==> config.mk <==
export PLATFORM = sky130hd
export DESIGN_NAME = opcode_arbiter_rr
export DESIGN_NICKNAME = d
export VERILOG_FILES = /design/src/rtl/opcode_arbiter_rr.sv
export SDC_FILE = /design/constraint.sdc
export NUM_CORES = 1
export LEC_CHECK = 0
export BUFFER_PORTS_ARGS = -buffer_cell sky130_fd_sc_hd__clkbuf_2
export CAP_MARGIN = 10
export CORE_UTILIZATION = 40
export DETAILED_ROUTE_END_ITERATION = 10
export GPL_ROUTABILITY_DRIVEN = 1
export PLACE_DENSITY = 0.69
export SETUP_SLACK_MARGIN = 0.3
export SYNTH_ARGS = -nofsm -noshare
export SYNTH_HDL_FRONTEND = slang
export SYNTH_SLANG_ARGS = --single-unit
==> constraint.sdc <==
create_clock -name clock -period 2 [get_ports clock]
set_input_delay 0.2 -clock clock [delete_from_list [all_inputs] [get_ports clock]]
set_output_delay 0.2 -clock clock [all_outputs]
set_load 0.1 [all_outputs]
==> src/rtl/opcode_arbiter_rr.sv <==
// opcode_arbiter_rr: four requesters share one opcode path. Ownership is
// granted round-robin and held until the consumer acks. On ack the next owner
// is picked on the same edge, so no idle cycle is inserted.
// Optional feature: define OPCODE_ARB_TIMEOUT_EN to add a forced release after
// TIMEOUT_CYCLES busy cycles without ack. The release raises a one-cycle
// timeout pulse.
module opcode_arbiter_rr #(
  parameter int unsigned TIMEOUT_CYCLES = 15
) (
  input  logic       clock,
  input  logic       reset,
  input  logic [3:0] req,
  input  logic [4:0] op0,
  input  logic [4:0] op1,
  input  logic [4:0] op2,
  input  logic [4:0] op3,
  input  logic       ack,
  output logic [3:0] grant,
  output logic [1:0] select,
  output logic [4:0] opcode_out,
  output logic       valid,
  output logic       timeout
);

  typedef enum logic {IDLE, BUSY} state_t;

  state_t     state, state_nxt;
  logic [1:0] ptr, ptr_nxt;
  logic [3:0] grant_nxt;
  logic [1:0] select_nxt;
  logic [4:0] opcode_nxt;
  logic       valid_nxt;
  logic [1:0] search_ptr;
  logic [2:0] pick;
  logic       load;
  logic       expire;
  logic       release_now;

  if (TIMEOUT_CYCLES < 1 || TIMEOUT_CYCLES > 255) begin : g_bad_timeout
    $error("opcode_arbiter_rr: TIMEOUT_CYCLES must be within 1..255");
  end

  // Round-robin search from p: the lowest offset from p with a set request
  // wins. The loop runs downward so that the nearest hit is written last.
  // Result is {found, index}.
  function automatic logic [2:0] rr_pick(input logic [3:0] r, input logic [1:0] p);
    logic [2:0] res;
    logic [1:0] idx;
    res = 3'b000;
    for (int i = 3; i >= 0; i--) begin
      idx = p + 2'(i);
      if (r[idx]) res = {1'b1, idx};
    end
    return res;
  endfunction

  // When idle, the search starts at ptr. When releasing, it starts at the
  // slot after the owner, which is also the new ptr.
  assign search_ptr  = (state == BUSY) ? 2'(select + 2'd1) : ptr;
  assign pick        = rr_pick(req, search_ptr);
  assign release_now = (state == BUSY) && (ack || expire);

`ifdef OPCODE_ARB_TIMEOUT_EN
  logic [7:0] tmo_cnt;
  logic       timeout_q;

  // Expire on the busy edge where the count reaches the limit. Ack wins any tie.
  assign expire  = (state == BUSY) && !ack && (tmo_cnt == 8'(TIMEOUT_CYCLES - 1));
  assign timeout = timeout_q;

  // Busy-without-ack counter. It restarts with every new owner.
  always_ff @(posedge clock or posedge reset) begin
    if (reset) begin
      tmo_cnt   <= 8'd0;
      timeout_q <= 1'b0;
    end else begin
      timeout_q <= expire;
      if (load || state_nxt == IDLE)
        tmo_cnt <= 8'd0;
      else if (state == BUSY && !ack)
        tmo_cnt <= tmo_cnt + 8'd1;
    end
  end
`else
  assign expire  = 1'b0;
  assign timeout = 1'b0;
`endif

  // Next-state and next-output decode. Every output is registered below.
  always_comb begin
    state_nxt  = state;
    ptr_nxt    = ptr;
    grant_nxt  = grant;
    select_nxt = select;
    opcode_nxt = opcode_out;
    valid_nxt  = valid;
    load       = 1'b0;

    case (state)
      IDLE: begin
        if (pick[2]) load = 1'b1;
      end
      BUSY: begin
        if (release_now) begin
          ptr_nxt = search_ptr;
          if (pick[2]) begin
            load = 1'b1;
          end else begin
            state_nxt  = IDLE;
            grant_nxt  = 4'b0000;
            opcode_nxt = 5'd0;
            valid_nxt  = 1'b0;
          end
        end
      end
      default: state_nxt = IDLE;
    endcase

    if (load) begin
      state_nxt  = BUSY;
      grant_nxt  = 4'b0001 << pick[1:0];
      select_nxt = pick[1:0];
      valid_nxt  = 1'b1;
      case (pick[1:0])
        2'd0:    opcode_nxt = op0;
        2'd1:    opcode_nxt = op1;
        2'd2:    opcode_nxt = op2;
        default: opcode_nxt = op3;
      endcase
    end
  end

  // State, pointer and output registers. Reset clears all of them at once.
  always_ff @(posedge clock or posedge reset) begin
    if (reset) begin
      state      <= IDLE;
      ptr        <= 2'd0;
      grant      <= 4'b0000;
      select     <= 2'd0;
      opcode_out <= 5'd0;
      valid      <= 1'b0;
    end else begin
      state      <= state_nxt;
      ptr        <= ptr_nxt;
      grant      <= grant_nxt;
      select     <= select_nxt;
      opcode_out <= opcode_nxt;
      valid      <= valid_nxt;
    end
  end

endmodule

## Word level (Yosys, flattened, before mapping)

Cells that the tools add are included.

| operators by class | value |
|---|---|
| add/subtract/negate cells | 4 |
| magnitude comparators | 4 |
| shifts and indexed selects | 1 |
| mux-type cells | 32 |
| eq/ne operators | 3 |
| bitwise operators | 1 |
| reductions and logical operators | 6 |

Operator list:

| kind | number |
|---|---|
| 2-to-1 mux 5 bit | 4 |
| 2-to-1 mux 4 bit | 4 |
| one-hot mux 5 bit (3 select lines) | 1 |
| 2-to-1 mux 1 bit | 13 |
| less-than comparator 2 x 3 -> 1 bit (second input constant) | 4 |
| 2-to-1 mux 3 bit | 4 |
| binary-select mux 1 bit (select 2 bit) | 4 |
| adder 2 x 1 -> 2 bit (second input constant) | 2 |
| adder 2 bit (second input constant) | 2 |
| nonzero test 2 bit | 2 |
| << shifter 1 x 2 -> 4 bit (first input constant) | 1 |
| AND reduction 3 bit | 1 |
| == test 2 x 1 -> 1 bit (second input constant) | 1 |
| == test 2 bit (second input constant) | 1 |
| logical NOT 2 bit | 1 |
| 2-to-1 mux 2 bit | 1 |
| inequality test 2 x 1 -> 1 bit (second input constant) | 1 |
| one-hot mux 1 bit (2 select lines) | 1 |
| AND reduction 2 bit | 1 |
| logical AND 1 bit | 1 |
| inverter 1 bit | 1 |

| storage, ports and cells | value |
|---|---|
| flip-flop bits (word level) | 15 |
| word-level logic and storage cells | 57 |
| input bits | 27 |

## Longest topological paths before layout

| depth | value |
|---|---|
| depth after elaboration | 14 |
| mapped depth | 9 |
| gate-level depth less buffers | 6 |

## Worst setup path after synthesis

No wires, ideal clock.

| timing path | value |
|---|---|
| path kind | reg2reg |
| start point | register select[1] |
| end point | register opcode_out[1] |
| required time | 1.860 ns |
| clock period less this slack | 2.444 ns |
| slack | -0.444 ns |
| cell stages (with the launch flop) | 9 |
| arrival time | 2.304 ns |
| cell sequence | dfrtp_1 xnor2_1 a2111oi_2 a31oi_1 o2111a_1 buf_6 buf_12 mux2i_1 o221ai_1 |

| between the ends | value |
|---|---|
| cells in the longest elaborated chain, start to end | 14 |

Ends and longest elaborated chain:

| item | line | source |
|---|---|---|
| start: declaration | 19 | `output logic [1:0] select,` |
| start signal: assignment | 146 | `select <= select_nxt;` |
| adder 2 x 1 -> 2 bit * | 59 | `assign search_ptr = (state == BUSY) ? 2'(select + 2'd1) : ptr;` |
| 2-to-1 mux 2 bit * | 59 |  |
| adder 2 bit | 51 | `idx = p + 2'(i);` |
| binary-select mux 1 bit (select 2 bit) | 52 | `if (r[idx]) res = {1'b1, idx};` |
| 2-to-1 mux 1 bit (implied by the code) | 52 |  |
| 2-to-1 mux 3 bit (3 in a row) | 52 |  |
| 2-to-1 mux 3 bit * | 52 |  |
| 2-to-1 mux 1 bit | 101, 106 |  |
| 2-to-1 mux 1 bit | 104 | `if (release_now) begin` |
| one-hot mux 1 bit (2 select lines) | 99 | `case (state)` |
| inequality test 2 x 1 -> 1 bit (no line) or nonzero test 2 bit (tied branches) | -- |  |
| AND reduction 3 bit (no line) | -- |  |
| end signal: assignment | 147 | `opcode_out <= opcode_nxt;` |
| end: declaration | 20 | `output logic [4:0] opcode_out,` |

Mark *: on every way between the ends. The rest lies on a longest branch, timed or not. The select of a mux whose other input is x is not followed.
A chain may end at the register's enable or synchronous reset.

## Final worst setup path

| timing path | value |
|---|---|
| start point | register select[0] |
| end point | register opcode_out[0] |

The elaborated chain is that of the path after synthesis.

==> flow_summary.toml <==
[synthesis]
synth_area_um2 = 910
yosys.area.top_type = "dfrtp_1"
ys_async_sr_fraction_pct = 100
syn_inst = 98
seq_area_frac_synth_pct = 41.3
synth_commonest_cells = "nand2_1 (19), dfrtp_1 (15), mux2i_1 (10), o21ai_0 (10), inv_1 (7)"
yosysUniqueCellTypes = 29
avgSynthCellArea_um2 = 9.28
synth_fp_nets = 125
yosysMostFrequentCell = "nand2_1"
ys.warnings.count = 0
ys_ff_latch = 15
synth_edf_count = 0
yosysTopAreaCellShare_pct = 41.3
synthFlopType = "dfrtp_1"
synthTopCellsByArea = "dfrtp_1 (41%), mux2i_1 (11%), nand2_1 (7.8%), o21ai_0 (5.5%), o221ai_1 (4.8%)"

[sta]
fin_tns_setup_ns = 0
slew_headroom_pct = 60.4
setup_slack_ns = 0.218
tightest_slew_ns = 0.594
fmax_mhz = 561
grt_setup_unrepaired = "true"
final-setup-viol-count = 0
skew_ns = 0.00326
hold_violations = 0
min_period_ns = 1.78
drv_slew = 0
min_period_over_period_pct = 89.1

[placement]
pre_cts_ws_ns = 0.147
dpl.cell_count = 161
hpwl_um = 1730
placed_cell_area_um2 = 1120
finalWeightedCongestion = 0.869
port_buffers = 38

[power_and_ir_drop]
swShare_pct = 56.3
net-switching-power_uw = 926
power_frac_comb_pct = 61.1
clockPowerShare_pct = 10.6
vdd_drop_max_mv = 0.774
power_per_cell_area_nw_per_um2 = 1340
seqPwrFrac_pct = 28.2
p_int_uw = 718
leakagePower_uw = 0.000604

[final_layout]
fin_area_um2 = 1220
final_cells = 168
fin_nets = 169
utilization_pct = 59.9
layout-drive-gt1-share_pct = 40.4
n_antenna_cell = 0
synthToLayoutAreaGrowth_pct = 34.5

[worst_setup_path]
cp_data_arrival_time_ns = 1.94
cp_max_fo = 14
critPathRequiredTime_ns = 2.16
path_class = "flop to flop"
start_kind = "flop"
reg2reg_from = "select[0]"
r2r_cells = 7
end_kind = "flop"
reg2reg_to = "opcode_out[0]"
r2r_setup_slack_ns = 0.22
critPathLaunch = "select[0]"

[floorplanning]
core_area_um2 = 2040
dieWidth_um = 49.7
dieArea_um2 = 2470
io_pins = 40
rows = 16
start_util_pct = 44.5
die_h_um = 49.7

[drt]
antenna_left = 0
vias_per_cell = 5.39
wirelength_um = 2350
drc = 0
routedWlPerCell_um = 14.0
drt_iter0_drc = 15
num_vias = 906
dr.pass1.iters = 4

[clocking]
cts.sinks = 15
cts_tree = "done"
clk_pin_slew_ns = 0.09
h-tree-depth = 1
cts_root_buf = "clkbuf_4"
clock_latency_ns = 0.28
clockBufferDepth = 2
cts_buffers = 3

[global_routing]
antenna_found_initial = 0
grt_pass1_wl_um = 3840
grt_overflow = 0
grt_max_degree = 16
grt_pass1_vias = 870
grt_use_total_pct = 20.6

[hold_path]
min_from = "op0[1]"
holdPathEnd = "opcode_out[1]"
hp-class = "primary input to flop"
min_path_cells = 3

[status]
status = "completed"

[job]
drv_cap = 0
[repair_timing]
item	CTS	global route
hold buffers	1	0
cloned	0	0
setup buffers	2	0
pin swaps	0	3
hold endpoints to repair	15	0
endpoints found under the setup margin	8	11
resized for setup	4	6
[registers in the layout, summed over array words and instances, names as in the netlist]
register,count
grant,4
select,2
ptr,2
opcode_out,5
state,1
valid,1
[power groups by stage]
stage	clock network (uW)	logic (uW)	registers [uW]
2_1_floorplan	0	300	959
3_3_place_gp	0	930	467
3_5_place_dp	0	946	470
4_1_cts	180	989	465
5_1_grt	191	1060	479
6_report	175	1000	464
[area by class of cell]
class / count / area (um2)
Fill cell: 206 / 818
Clock inverter: 1 / 5.00
Inverter: 7 / 26.3
Clock buffer: 3 / 22.5
Timing Repair Buffer: 43 / 243
Multi-Input combinational cell: 72 / 509
Tap cell: 27 / 33.8
Sequential cell: 15 / 384
[critical path, stage by stage, from the launching register on]
cell and delay, ns:
dfrtp_4 0.52, xnor2_4 0.19, a2111oi_2 0.09, a31oi_1 0.14
o2111a_1 0.23, buf_12 0.16, mux2i_1 0.20, o221ai_1 0.13
[worst max path at each step]
| stage | slack (ns) | depth (start not counted) | endpoint |
|---|---|---|---|
| floorplan | 0.06 | 8 | opcode_out[0] |
| global placement | 0.20 | 7 | opcode_out[2] |
| detailed placement | 0.15 | 7 | opcode_out[0] |
| CTS | 0.19 | 7 | opcode_out[0] |
| global route | 0.09 | 7 | opcode_out[1] |
| finish | 0.22 | 7 | opcode_out[0] |
[per-stage QoR]
stage / hold WS [ns] / total power (uW)
floorplan: 0.102 / 1260
global placement: 0.265 / 1400
detailed placement: 0.272 / 1420
CTS: 0.200 / 1630
global route: 0.220 / 1730
finish: 0.213 / 1640
[routing by layer]
layer / vias to the layer above / global-route usage [%] / wire [um]
met4: 0 / 8.10 / 23
met1: 443 / 25.9 / 1020
li1: 437 / - / -
met3: 4 / 4.63 / 84
met5: - / 0 / 0
met2: 22 / 34.0 / 1220
[cells by family (layout without fill, tap and decap cells)]
kind of cell | after synthesis | after routing | synth area share (%)
buf+inv | 11 | 54 | 8.67
other cells | 1 | 1 | 0.412
simple gates | 33 | 33 | 17.3
xor+xnor | 1 | 1 | 0.963
compound gates | 27 | 27 | 20.4
flops | 15 | 15 | 41.3
mux | 10 | 10 | 11.0
[placed cells by master (no fill, tap or decap), types with 2 or more instances in the layout]
cell type,count
o21ai_1,7
mux2i_1,10
a21oi_1,2
nand3_1,2
nand2_1,18
clkbuf_4,3
nand2b_1,2
o21ai_0,7
dfrtp_1,12
dfrtp_4,2
o221ai_1,5
nor2_1,2
clkbuf_2,38
buf_4,3
a32oi_2,2
inv_1,7
(Power assumes the default switching activity.)
